File: src/rtl/apu_frame_sequencer.sv
// APU frame sequencer: CPU-cycle counter producing quarter/half-frame clocks and the frame IRQ.
// Define APU_FRAME_IRQ_EN to build the frame interrupt logic; otherwise frame_irq is tied low.
module apu_frame_sequencer #(
  parameter int unsigned CNT_W    = 16,
  parameter int unsigned T_Q1     = 7457,
  parameter int unsigned T_H2     = 14913,
  parameter int unsigned T_Q3     = 22371,
  parameter int unsigned T_4END   = 29829,
  parameter int unsigned T_5END   = 37281,
  parameter int unsigned WR_DELAY = 3
) (
  input  logic       clk,
  input  logic       rst_n,
  input  logic       cpu_tick,
  input  logic       wr_en,
  input  logic [7:0] wr_data,
  input  logic       status_rd,
  output logic       quarter_frame,
  output logic       half_frame,
  output logic       frame_irq,
  output logic       mode
);

  localparam int unsigned DLY_W = (WR_DELAY < 2) ? 1 : $clog2(WR_DELAY + 1);

  localparam logic [0:0] ST_RUN     = 1'b0;
  localparam logic [0:0] ST_WR_PEND = 1'b1;

  logic [CNT_W-1:0] r_cnt;
  logic             r_mode;
  logic [0:0]       r_state;
  logic [DLY_W-1:0] r_dly;
  logic             r_quarter;
  logic             r_half;

  logic w_at_q1, w_at_h2, w_at_q3, w_at_4end, w_at_5end;
  logic w_at_end;
  logic w_step_q, w_step_h;
  logic w_dly_fire;
  logic w_unused;

  always_comb begin
    w_at_q1   = (r_cnt == CNT_W'(T_Q1));
    w_at_h2   = (r_cnt == CNT_W'(T_H2));
    w_at_q3   = (r_cnt == CNT_W'(T_Q3));
    w_at_4end = (r_cnt == CNT_W'(T_4END));
    w_at_5end = (r_cnt == CNT_W'(T_5END));
    // Step decode uses the mode held before any write landing this cycle.
    w_at_end  = r_mode ? w_at_5end : w_at_4end;
    w_step_h  = w_at_h2 | w_at_end;
    w_step_q  = w_at_q1 | w_at_q3 | w_step_h;
    // A write on the final delay tick restarts the delay instead of firing.
    w_dly_fire = cpu_tick && (r_state == ST_WR_PEND) && (r_dly <= DLY_W'(1)) && !wr_en;
  end

  always_ff @(posedge clk) begin
    if (!rst_n) begin
      r_cnt     <= '0;
      r_mode    <= 1'b0;
      r_state   <= ST_RUN;
      r_dly     <= '0;
      r_quarter <= 1'b0;
      r_half    <= 1'b0;
    end else begin
      r_quarter <= 1'b0;
      r_half    <= 1'b0;
      if (cpu_tick) begin
        r_quarter <= w_step_q | (w_dly_fire & r_mode);
        r_half    <= w_step_h | (w_dly_fire & r_mode);
        if (w_dly_fire || w_at_end) begin
          r_cnt <= '0;
        end else begin
          r_cnt <= r_cnt + CNT_W'(1);
        end
      end
      if (wr_en) begin
        r_mode  <= wr_data[7];
        r_state <= ST_WR_PEND;
        r_dly   <= DLY_W'(WR_DELAY);
      end else if (cpu_tick && (r_state == ST_WR_PEND)) begin
        if (w_dly_fire) begin
          r_state <= ST_RUN;
          r_dly   <= '0;
        end else begin
          r_dly <= r_dly - DLY_W'(1);
        end
      end
    end
  end

  assign quarter_frame = r_quarter;
  assign half_frame    = r_half;
  assign mode          = r_mode;

`ifdef APU_FRAME_IRQ_EN
  logic r_inhibit;
  logic r_irq;
  logic w_irq_set;

  assign w_irq_set = cpu_tick && !r_mode && w_at_4end && !r_inhibit;

  // Inhibit acts as a level clear, so the flag drops the edge after the write.
  always_ff @(posedge clk) begin
    if (!rst_n) begin
      r_inhibit <= 1'b0;
      r_irq     <= 1'b0;
    end else begin
      if (wr_en) begin
        r_inhibit <= wr_data[6];
      end
      if (w_irq_set) begin
        r_irq <= 1'b1;
      end else if (status_rd || r_inhibit) begin
        r_irq <= 1'b0;
      end
    end
  end

  assign frame_irq = r_irq;
  assign w_unused  = ^wr_data[5:0];
`else
  assign frame_irq = 1'b0;
  assign w_unused  = ^{status_rd, wr_data[6:0]};
`endif

endmodule

File: config.mk
export PLATFORM = sky130hd
export DESIGN_NAME = apu_frame_sequencer
export DESIGN_NICKNAME = d
export VERILOG_FILES = /design/src/rtl/apu_frame_sequencer.sv
export SDC_FILE = /design/constraint.sdc
export NUM_CORES = 1
export LEC_CHECK = 0
export CORE_AREA = 2 2 74 76
export CTS_CLUSTER_SIZE = 24
export DETAILED_ROUTE_END_ITERATION = 12
export DIE_AREA = 0 0 76 78
export PLACE_DENSITY = 0.43
export SYNTH_ARGS = -nofsm -noshare
export SYNTH_HDL_FRONTEND = slang
export SYNTH_SLANG_ARGS = --single-unit
File: constraint.sdc
create_clock -name clk -period 3.95 [get_ports clk]
set_input_delay 0.79 -clock clk [delete_from_list [all_inputs] [get_ports clk]]
set_output_delay 0.79 -clock clk [all_outputs]
set_load 0.01 [all_outputs]
[Yosys cells after proc, flatten, opt, wreduce, memory -nomap -nowiden]
Cells that the tools add are included.
Storage, ports and cells
  bits of input ports: 13
  RAM bits: 0
  bits in read-only memories: 0
  memories kept: 0
  register bits after elaboration: 22
  latch bits: 0
Cells by class
  eq/ne operators: 5
  multiply operators: 0
  shifts and indexed selects: 0
  muxes and demuxes: 8
  bitwise gates (word level): 6
  divide/modulo/power cells: 0
  add/sub/neg operators: 2
  reductions and logical operators: 9
  order comparisons: 1
Operator list (count)
  == test 16 x 15 -> 1 bit, second input constant: 2
  adder 16 x 1 -> 16 bit, second input constant: 1
  == test 16 x 13 -> 1 bit, second input constant: 1
  == test 16 x 14 -> 1 bit, second input constant: 1
  == test 16 bit, second input constant: 1
  2-to-1 mux 16 bit: 1
  2-to-1 mux 2 bit: 3
  bitwise OR 1 bit: 5
  2-to-1 mux 1 bit: 4
  AND reduction 2 bit: 2
  nonzero test 2 bit: 2
  logical AND 1 bit: 3
  less-or-equal comparator 2 x 1 -> 1 bit, second input constant: 1
  subtractor 2 x 1 -> 2 bit, second input constant: 1
  AND 1 bit: 1
  zero test 1 bit: 1
  logical OR 1 bit: 1

[Longest topological paths before layout]
Gate-level depths: netlist (run 1).
  depth after elaboration: 6
  gate-level depth with buffers: 8

[Worst setup path before layout (run 1)]
No wires, ideal clock.
  path type: input-to-reg
  start: in cpu_tick
  end: reg r_cnt[12]
  arrival time: 1.881 ns
  setup time: 0.115 ns
  buffers on the path: 2
  required time: 3.835 ns
  stages on the path: 7
  setup slack: 1.954 ns
  cells stage by stage: buf_2 nand2_1 a211oi_1 nand2b_1 o21bai_4 buf_6 nor2_1
Between the ends
  cells in the longest elaborated chain, start to end: 5
RTL lines
  from (decl): RTL line 14  | input logic cpu_tick,
  logical AND 1 bit (3 in series): RTL line 53  | w_dly_fire = cpu_tick && (r_state == ST_WR_PEND) && (r_dly <= DLY_W'(1)) && !wr_en;
  logical OR 1 bit: RTL line 70  | if (w_dly_fire || w_at_end) begin
  2-to-1 mux 16 bit: RTL line 70
  to (signal assigned): RTL line 73  | r_cnt <= r_cnt + CNT_W'(1);
  to (decl): RTL line 29  | logic [CNT_W-1:0] r_cnt;
Several ways; a longest one is shown, not always the timed one.
A chain may end at the register's enable or synchronous reset.

[Worst setup path in the final report (run 1)]
  start: in cpu_tick
  end: reg r_cnt[11]
Same word-level chain as after synthesis.

==> flow_summary.yaml, run 1 <==
worst_setup_path:
  cp_cell_sequence: "clkdlybuf4s50_1, nand2_1, a211oi_1, nand2b_1, o21bai_4, nor2_1"
  cpPeakStageDelay_ns: 0.68
  critical_path_arrival_ns: 2.69
  cpMaxStageDelayCell: "clkdlybuf4s50_1"
  crit_fanout: 11
  worstReg2RegStart: "r_cnt[0]$_SDFFE_PN0P_"
  cp-start-kind: "primary input"
  critPathCaptureType: "flip-flop"
  critPathKind: "in -> reg"
  required_ns: 4.10
  critPathLaunch: "cpu_tick"
  critPathBufInv: 1
  crit_family: "buffers and inverters"
final_layout:
  drive_above_1_share: 0.0759
  antennaDiodeCount: 0
  fill_cells: 548
  design_area_sq_um: 1380
  fin_util: 0.273
  area_growth_syn_to_layout_pct: 14.1
  stdcell_count: 215
  fin_nets: 162
  final_cell_mix: "24 x nor2_1, 22 x dfxtp_1, 14 x nand2_1"
  final_common_cell: "nor2_1"
clocking:
  postCtsResizedCells: 0
  ctsHoldBuffers: 0
  cts.sinks: 22
  htree_levels: 1
  clock_latency_ns: 0.26
  root_buffer: "clkbuf_8"
  numCtsBuffers: 3
  cts_buffer_depth: 2
  clkTransAtPathRegs_ns: 0.08
  post_cts_buffers: 0
  cts_tree: "yes"
routing:
  drt-pass1-iter-count: 4
  avgRoutedWirePerCell_microns: 11.4
  drt-total-wl_microns: 2440
  ant_nets: 0
  vias: 981
  routed_via_density: 4.56
  remaining_drc_errors: 0
  drtIter0Drc: 37
timing:
  slew_headroom: 0.569
  layout_min_cycle_time_ns: 2.54
  slew_violations: 0
  worstMarginPinSlew_ns: 0.641
  fin_setup_tns_ns: 0
  rsz0062_at_grt: "no"
  finClkSkew_ns: 0.00189
  timing.fmax_mhz: 393
  setup_viol: 0
  fin_crit_sh: 0.644
  finalHoldViolCount: 0
  hold_slack_ns: 0.476
floorplanning:
  rows: 26
  die_w_microns: 76
  core-area_sq_um: 5040
  fp.dieH_microns: 78
  io_pins: 17
  start_util: 0.239
  dieArea_sq_um: 5930
yosys:
  yosys_warnings: 0
  synth_top_area_share: 0.366
  netlist_area_sq_um: 1200
  synth_area_per_cell_sq_um: 8.67
  synth-seq-cells: 22
  synthFlopType: "dfxtp_1"
  ys_seq_area_frac: 0.366
  yosysTopAreaCell: "dfxtp_1"
  ys_types: 40
  netlist_instances: 139
  async_flop_share: 0
  synth_enable_flop_cells: 0
  synth_nets: 155
  synthTopCellsByArea: "dfxtp_1 37%, nor2_1 7.5%, xor2_1 5.8%, nand2_1 4.4%, nand4_1 4.2%"
job:
  maxCapViolCount: 0
place:
  routabilityCongestion: 0.745
  dp.cells: 211
  postPlaceCellArea_sq_um: 1320
  port_buffers: 7
  dpl.hpwl_microns: 1840
global_routing:
  gr-usage-all-layers: 0.0933
  met1_usage: 0.121
  use_met3: 0.0174
  overflow: 0
  grt_pass1_wl_microns: 4400
  met2_usage: 0.148
  grt_max_degree: 13
  top_usage_layer: "met2"
  first_global_vias: 945
  antenna_found_initial: 0
pwr:
  leakagePower_nw: 0.448
  power_density_nw_per_um2: 309
  vdd_drop_max_mv: 0.114
hold_path:
  hp-class: "reg -> reg"
  min-delay-start: "r_state$_SDFFE_PN0P_"
status:
  outcome: "completed"
-- report_power, final --
part	switching (mW)	internal, mW
Sequential	0.00520	0.226
Combinational	0.0164	0.0135
Clock	0.0743	0.0890
-- path summary, 6_finish.rpt --
check / to / slack (ns) / cells past startpoint
hold / removal: r_state$_SDFFE_PN0P_ / 0.48 / 2
setup reg to reg: r_cnt[14]$_SDFFE_PN0P_ / 2.10 / 6
setup / recovery: r_cnt[11]$_SDFFE_PN0P_ / 1.41 / 6
hold reg to reg: r_state$_SDFFE_PN0P_ / 0.48 / 2
-- synthesized netlist by cell type (2+ instances only) --
cell,n
nor2_1,24
dfxtp_1,22
nand2_1,14
nand4_1,8
xor2_1,8
inv_1,7
nand3_1,6
a21oi_1,5
xnor2_1,4
ha_1,3
nor2b_1,3
a21boi_0,2
and3_1,2
buf_4,2
buf_6,2
nand3b_1,2
nor4b_1,2
-- metal layers --
layer / vias up / wire length [microns]
li1: 491 / -
met3: 5 / 77
met1: 474 / 1130
met4: 0 / 54
met5: - / 0
met2: 11 / 1180
-- per-stage QoR --
step                      power (mW)  worst slack [ns]
after floorplan                0.258              1.95
after global placement         0.266              1.15
after detailed placement       0.267              1.10
after CTS                      0.433              1.40
after global routing           0.449              1.24
final                          0.425              1.41
-- area by class of cell --
type / count / area (sq um) / area share
Multi-Input combinational cell: 105 / 696 / 0.506
Sequential cell: 22 / 440 / 0.320
Tap cell: 70 / 87.6 / 0.0637
Timing Repair Buffer: 7 / 70.1 / 0.0510
Clock buffer: 4 / 55.1 / 0.0400
Inverter: 7 / 26.3 / 0.0191
-- worst reg2reg max path, stage by stage (launching register included) --
cell and delay (ns):
dfxtp_1 0.45, ha_1 0.33, inv_1 0.09, or4_4 0.55
nor2_1 0.14, xnor2_1 0.13, nor2_1 0.05
-- state kept, by name, indices dropped and copies added, names as in the netlist --
signal,count
quarter_frame,1
mode,1
r_state,1
half_frame,1
r_cnt,16
r_dly,2
-- logic make-up (layout without fill, tap and decap cells) --
| kind of cell | count (synthesis) | in the layout | synth area share |
|---|---|---|---|
| adders and majority gates | 3 | 3 | 0.0312 |
| AOI/OAI and AO/OA | 15 | 15 | 0.111 |
| and+or+nand+nor | 73 | 73 | 0.336 |
| xor gates and xnor gates | 12 | 12 | 0.0872 |
| DFF | 22 | 22 | 0.366 |
| buffers and inverters | 12 | 18 | 0.0571 |
| other | 1 | 1 | 0.00311 |
| muxes | 1 | 1 | 0.00831 |
No activity file was read; power rests on OpenSTA's default activity.
==> run 2: changes to the inputs <==
==> constraint.sdc (replaced) <==
create_clock -name clk -period 2.45 [get_ports clk]
set_input_delay 0.49 -clock clk [delete_from_list [all_inputs] [get_ports clk]]
set_output_delay 0.49 -clock clk [all_outputs]
set_load 0.01 [all_outputs]
==> run 2 against run 1 <==
Clock-buffer cell count unchanged. Wire length rose by 3.5%. Cell count increased by 1.9%. Design area up 2.2%. Sequential power grew 61%. Setup slack worse by 0.84 ns. Combinational power grew 87%. Die area stayed put. Sequential share of layout area is 0.68 points lower. Clock power grew 57%.
==> flow_summary.yaml, run 2 (synthesis gave the netlist of run 1 again) <==
routing:
  drt-pass1-iter-count: 4
  routed_via_density: 4.45
  drt-total-wl_microns: 2530
  drtIter0Drc: 48
  avgRoutedWirePerCell_microns: 11.5
  vias: 974
  ant_nets: 0
  remaining_drc_errors: 0
pwr:
  share_seq_of_total_power: 0.544
  p_clk_frac: 0.375
  pwr-share-comb: 0.082
  leakagePower_nw: 0.468
  swShare: 0.220
  power_density_nw_per_um2: 487
  vdd_drop_max_mv: 0.181
  power.internal_mw: 0.534
  switchingPower_mw: 0.150
hold_path:
  hp-class: "reg -> reg"
final_layout:
  antennaDiodeCount: 0
  area_growth_syn_to_layout_pct: 16.6
  design_area_sq_um: 1410
  fin_nets: 166
  fill_cells: 538
  seq_area_sq_um: 440
  final_cell_mix: "24 x nor2_1, 22 x dfxtp_1, 14 x nand2_1"
  final_common_cell: "nor2_1"
  largest_reg_flops: 16
  top_regs: "r_cnt: 16 flops, r_dly: 2 flops"
  regMostFlops: "r_cnt"
  drive_above_1_share: 0.101
  multi_input_area_sq_um: 696
floorplanning:
  dieArea_sq_um: 5930
  fp.dieH_microns: 78
  start_util: 0.239
  die_w_microns: 76
  rows: 26
  io_pins: 17
  core-area_sq_um: 5040
global_routing:
  met1_usage: 0.120
  grt_max_degree: 13
  gr-usage-all-layers: 0.0918
  top_usage_layer: "met2"
  use_met3: 0.0140
  antenna_found_initial: 0
  first_global_vias: 965
  overflow: 0
  grt_pass1_wl_microns: 4470
  met2_usage: 0.157
timing:
  fin_setup_tns_ns: 0
  layout_min_cycle_time_ns: 1.89
  finClkSkew_ns: 0.00137
  hold_slack_ns: 0.474
  rsz0062_at_grt: "no"
  fin_crit_sh: 0.770
  finalHoldViolCount: 0
  timing.fmax_mhz: 530
  slew_violations: 0
  setup_viol: 0
clocking:
  postCtsResizedCells: 0
  cts.sinks: 22
  clock_latency_ns: 0.26
  root_buffer: "clkbuf_8"
  clkTransAtPathRegs_ns: 0.08
  cts_tree: "yes"
  numCtsBuffers: 3
  ctsHoldBuffers: 0
  htree_levels: 1
  post_cts_buffers: 0
  cts_buffer_depth: 2
worst_setup_path:
  crit_fanout: 6
  critPathKind: "reg -> reg"
  critPathCaptureType: "flip-flop"
  worstReg2RegStart: "r_cnt[1]$_SDFFE_PN0P_"
  critPathCapture: "r_cnt[14]$_SDFFE_PN0P_"
  reg2reg_depth: 6
  rr_endpoint: "r_cnt[14]$_SDFFE_PN0P_"
  critPathLaunch: "r_cnt[1]$_SDFFE_PN0P_"
  reg2reg_setup_slack_ns: 0.56
  cp-start-kind: "flip-flop"
  critical_path_arrival_ns: 2.03
  required_ns: 2.59
job:
  maxCapViolCount: 0
place:
  routabilityCongestion: 0.798
  postPlaceCellArea_sq_um: 1350
  port_buffers: 7
  dpl.hpwl_microns: 1910
status:
  outcome: "completed"
-- run 2: cell count changes in the layout (fill, tap and decap cells not counted) --
cell | before | now
buf_4 | 0 | 4
-- run 2: cell type report --
class                   instances  area share
multi-input cells             105       0.495
inverters                       7      0.0187
clock buffers                   4      0.0392
repair buffers                 11      0.0712
flip-flops and latches         22       0.313
well taps                      70      0.0623
-- run 2: worst max-delay path: stages (launching register included) --
cell and delay, ns:
dfxtp_1 0.44, ha_1 0.35, inv_1 0.11, or4_4 0.55, nor2_1 0.14, xnor2_1 0.13, nor2_1 0.05
-- run 2: metrics by stage --
| step | setup slack [ns] | utilization | power [mW] | cells |
|---|---|---|---|---|
| floorplan | 0.754 | - | 0.416 | 139 |
| global placement | 0.311 | 0.268 | 0.435 | 215 |
| detailed placement | 0.268 | 0.268 | 0.436 | 215 |
| CTS | 0.551 | 0.279 | 0.696 | 219 |
| global route | 0.447 | 0.279 | 0.718 | 219 |
| finish | 0.563 | 0.279 | 0.684 | 219 |
-- run 2: how the worst min path moves through the flow --
stage,from,slack (ns),cells past startpoint,endpoint
finish,r_state$_SDFFE_PN0P_,0.47,2,r_state$_SDFFE_PN0P_
global route,r_state$_SDFFE_PN0P_,0.50,2,r_state$_SDFFE_PN0P_
detailed placement,r_state$_SDFFE_PN0P_,0.46,2,r_state$_SDFFE_PN0P_
global placement,r_state$_SDFFE_PN0P_,0.46,2,r_state$_SDFFE_PN0P_
CTS,r_state$_SDFFE_PN0P_,0.48,2,r_state$_SDFFE_PN0P_
floorplan,r_state$_SDFFE_PN0P_,0.44,2,r_state$_SDFFE_PN0P_
-- run 2: power groups by stage --
stage	Clock, mW	Combinational (mW)	Sequential (mW)
finish	0.256	0.0560	0.372
global placement	0	0.0550	0.380
global route	0.282	0.0628	0.373
detailed placement	0	0.0562	0.380
CTS	0.267	0.0565	0.372
floorplan	0	0.0360	0.380
-- run 2: layer usage --
| metal | wire length, microns | up-vias |
|---|---|---|
| li1 | - | 499 |
| met1 | 1250 | 468 |
| met2 | 1230 | 5 |
| met3 | 34 | 2 |
| met4 | 17 | 0 |
| met5 | 0 | - |
==> run 3: changes to the inputs <==
--- a/config.mk
+++ b/config.mk
@@ -9,7 +9,7 @@
 export CTS_CLUSTER_SIZE = 24
 export DETAILED_ROUTE_END_ITERATION = 12
 export DIE_AREA = 0 0 76 78
-export PLACE_DENSITY = 0.43
+export PLACE_DENSITY = 0.44
 export SYNTH_ARGS = -nofsm -noshare
 export SYNTH_HDL_FRONTEND = slang
 export SYNTH_SLANG_ARGS = --single-unit
==> constraint.sdc (replaced) <==
create_clock -name clk -period 1.6 [get_ports clk]
set_input_delay 0.32 -clock clk [delete_from_list [all_inputs] [get_ports clk]]
set_output_delay 0.32 -clock clk [all_outputs]
set_load 0.01 [all_outputs]
==> run 3 against run 2 <==
The flow now finishes with violations (negative setup slack). Register-to-register slack got worse by 0.61 ns. Global-route usage increased by 1.4 points. Critical path type unchanged. Maximum frequency increased by 15%. First-iteration DRC count decreased by 25%. Clock-buffer cell count unchanged. Sequential power increased by 52%. Critical path depth unchanged. Worst hold slack improved by 0.019 ns. Highest routed layer unchanged. Setup slack got worse by 0.61 ns. Via count increased by 13%.
==> flow_summary.yaml, run 3 (synthesis gave the netlist of run 1 again) <==
clocking:
  cts_buffer_depth: 2
  root_buffer: "clkbuf_8"
  cts_tree: "yes"
  numCtsBuffers: 3
  ctsHoldBuffers: 0
  cts.sinks: 22
  htree_levels: 1
  clock_latency_ns: 0.26
  clkTransAtPathRegs_ns: 0.08
routing:
  avgRoutedWirePerCell_microns: 11.6
  remaining_drc_errors: 0
  ant_nets: 0
  routed_via_density: 4.32
  drtIter0Drc: 36
  drt-total-wl_microns: 2950
  vias: 1102
  drt-pass1-iter-count: 4
floorplanning:
  die_w_microns: 76
  core-area_sq_um: 5040
  fp.dieH_microns: 78
  rows: 26
  io_pins: 17
  start_util: 0.239
  dieArea_sq_um: 5930
timing:
  fin_crit_sh: 1.03
  setup_ws_ns: -0.0476
  finClkSkew_ns: 0.00227
  timing.fmax_mhz: 607
  setup_viol: 14
  fin_setup_tns_ns: -0.528
  layout_min_cycle_time_ns: 1.65
  hold_slack_ns: 0.494
  finalHoldViolCount: 0
  rsz0062_at_grt: "yes"
  slew_violations: 0
global_routing:
  overflow: 0
  grt_pass1_wl_microns: 5060
  grt_max_degree: 13
  first_global_vias: 1076
  gr-usage-all-layers: 0.106
  antenna_found_initial: 0
final_layout:
  seq_area_sq_um: 452
  design_area_sq_um: 1740
  antennaDiodeCount: 0
  final_common_cell: "buf_4"
  regMostFlops: "r_cnt"
  fin_util: 0.345
  top_regs: "r_cnt: 16 flops, r_dly: 2 flops"
  final_cell_mix: "38 x buf_4, 24 x nor2_1, 17 x dfxtp_1"
  stdcell_count: 255
  largest_reg_flops: 16
  fill_cells: 527
  multi_input_area_sq_um: 729
  fin_nets: 202
  area_growth_syn_to_layout_pct: 44.2
  drive_above_1_share: 0.319
place:
  postPlaceCellArea_sq_um: 1600
  dpl.hpwl_microns: 2350
  routabilityCongestion: 0.841
  dp.cells: 247
  port_buffers: 7
  place_ws_ns: -0.363
worst_setup_path:
  critPathKind: "reg -> reg"
  cpPeakStageDelay_ns: 0.37
  cp-start-kind: "flip-flop"
  required_ns: 1.79
  cp_cell_sequence: "nor4b_4, nand3_1, a211o_4, buf_6, a31oi_4, o21bai_1"
  critPathCaptureType: "flip-flop"
  critical_path_arrival_ns: 1.84
  cpMaxStageDelayCell: "dfxtp_4"
  crit_fanout: 4
pwr:
  leakagePower_nw: 0.675
  vdd_drop_max_mv: 0.193
  p_total_mw: 1.09
  power_density_nw_per_um2: 629
status:
  outcome: "finished with violations"
  violations: "negative setup slack"
job:
  maxCapViolCount: 0
hold_path:
  hp-class: "reg -> reg"
## run 3: final timing paths
kind,start,endpoint,slack (ns),cells past startpoint
setup / recovery,r_cnt[2]$_SDFFE_PN0P_,quarter_frame$_SDFF_PN0_,-0.05,6
hold / removal,r_state$_SDFFE_PN0P_,r_state$_SDFFE_PN0P_,0.49,2
setup reg to reg,r_cnt[2]$_SDFFE_PN0P_,quarter_frame$_SDFF_PN0_,-0.05,6
hold reg to reg,r_state$_SDFFE_PN0P_,r_state$_SDFFE_PN0P_,0.49,2
## run 3: layer usage
| metal | vias to the layer above | share of wire | wire (microns) | global-route usage |
|---|---|---|---|---|
| met5 | - | 0 | 0 | 0 |
| met4 | 0 | 0.0037 | 11 | 0.0218 |
| met3 | 2 | 0.023 | 69 | 0.0279 |
| met2 | 10 | 0.49 | 1460 | 0.185 |
| met1 | 522 | 0.48 | 1410 | 0.132 |
| li1 | 568 | - | - | - |
## run 3: what timing repair did
| action | CTS | global route |
|---|---|---|
| buffers inserted | 3 | 1 |
| pin swaps | 4 | 3 |
| resized for setup | 7 | 6 |
| setup endpoints to repair | 18 | 17 |
| endpoints found under the hold margin | 0 | 0 |
## run 3: power by group
group	switching [mW]	internal, mW
Sequential	0.0109	0.556
Combinational	0.0546	0.0681
Clock	0.185	0.219
## run 3: cell type report
| class | count | area share |
|---|---|---|
| Sequential cell | 22 | 0.260 |
| Timing Repair Buffer | 47 | 0.223 |
| Clock buffer | 4 | 0.0317 |
| Multi-Input combinational cell | 105 | 0.420 |
| Inverter | 7 | 0.0151 |
| Tap cell | 70 | 0.0504 |
## run 3: critical path: cells and delay by family (launching register included)
kind | cells | cell delay (ns)
DFF | 1 | 0.37
buffers and inverters | 1 | 0.13
AOI/OAI and AO/OA | 3 | 0.63
and+or+nand+nor | 2 | 0.45
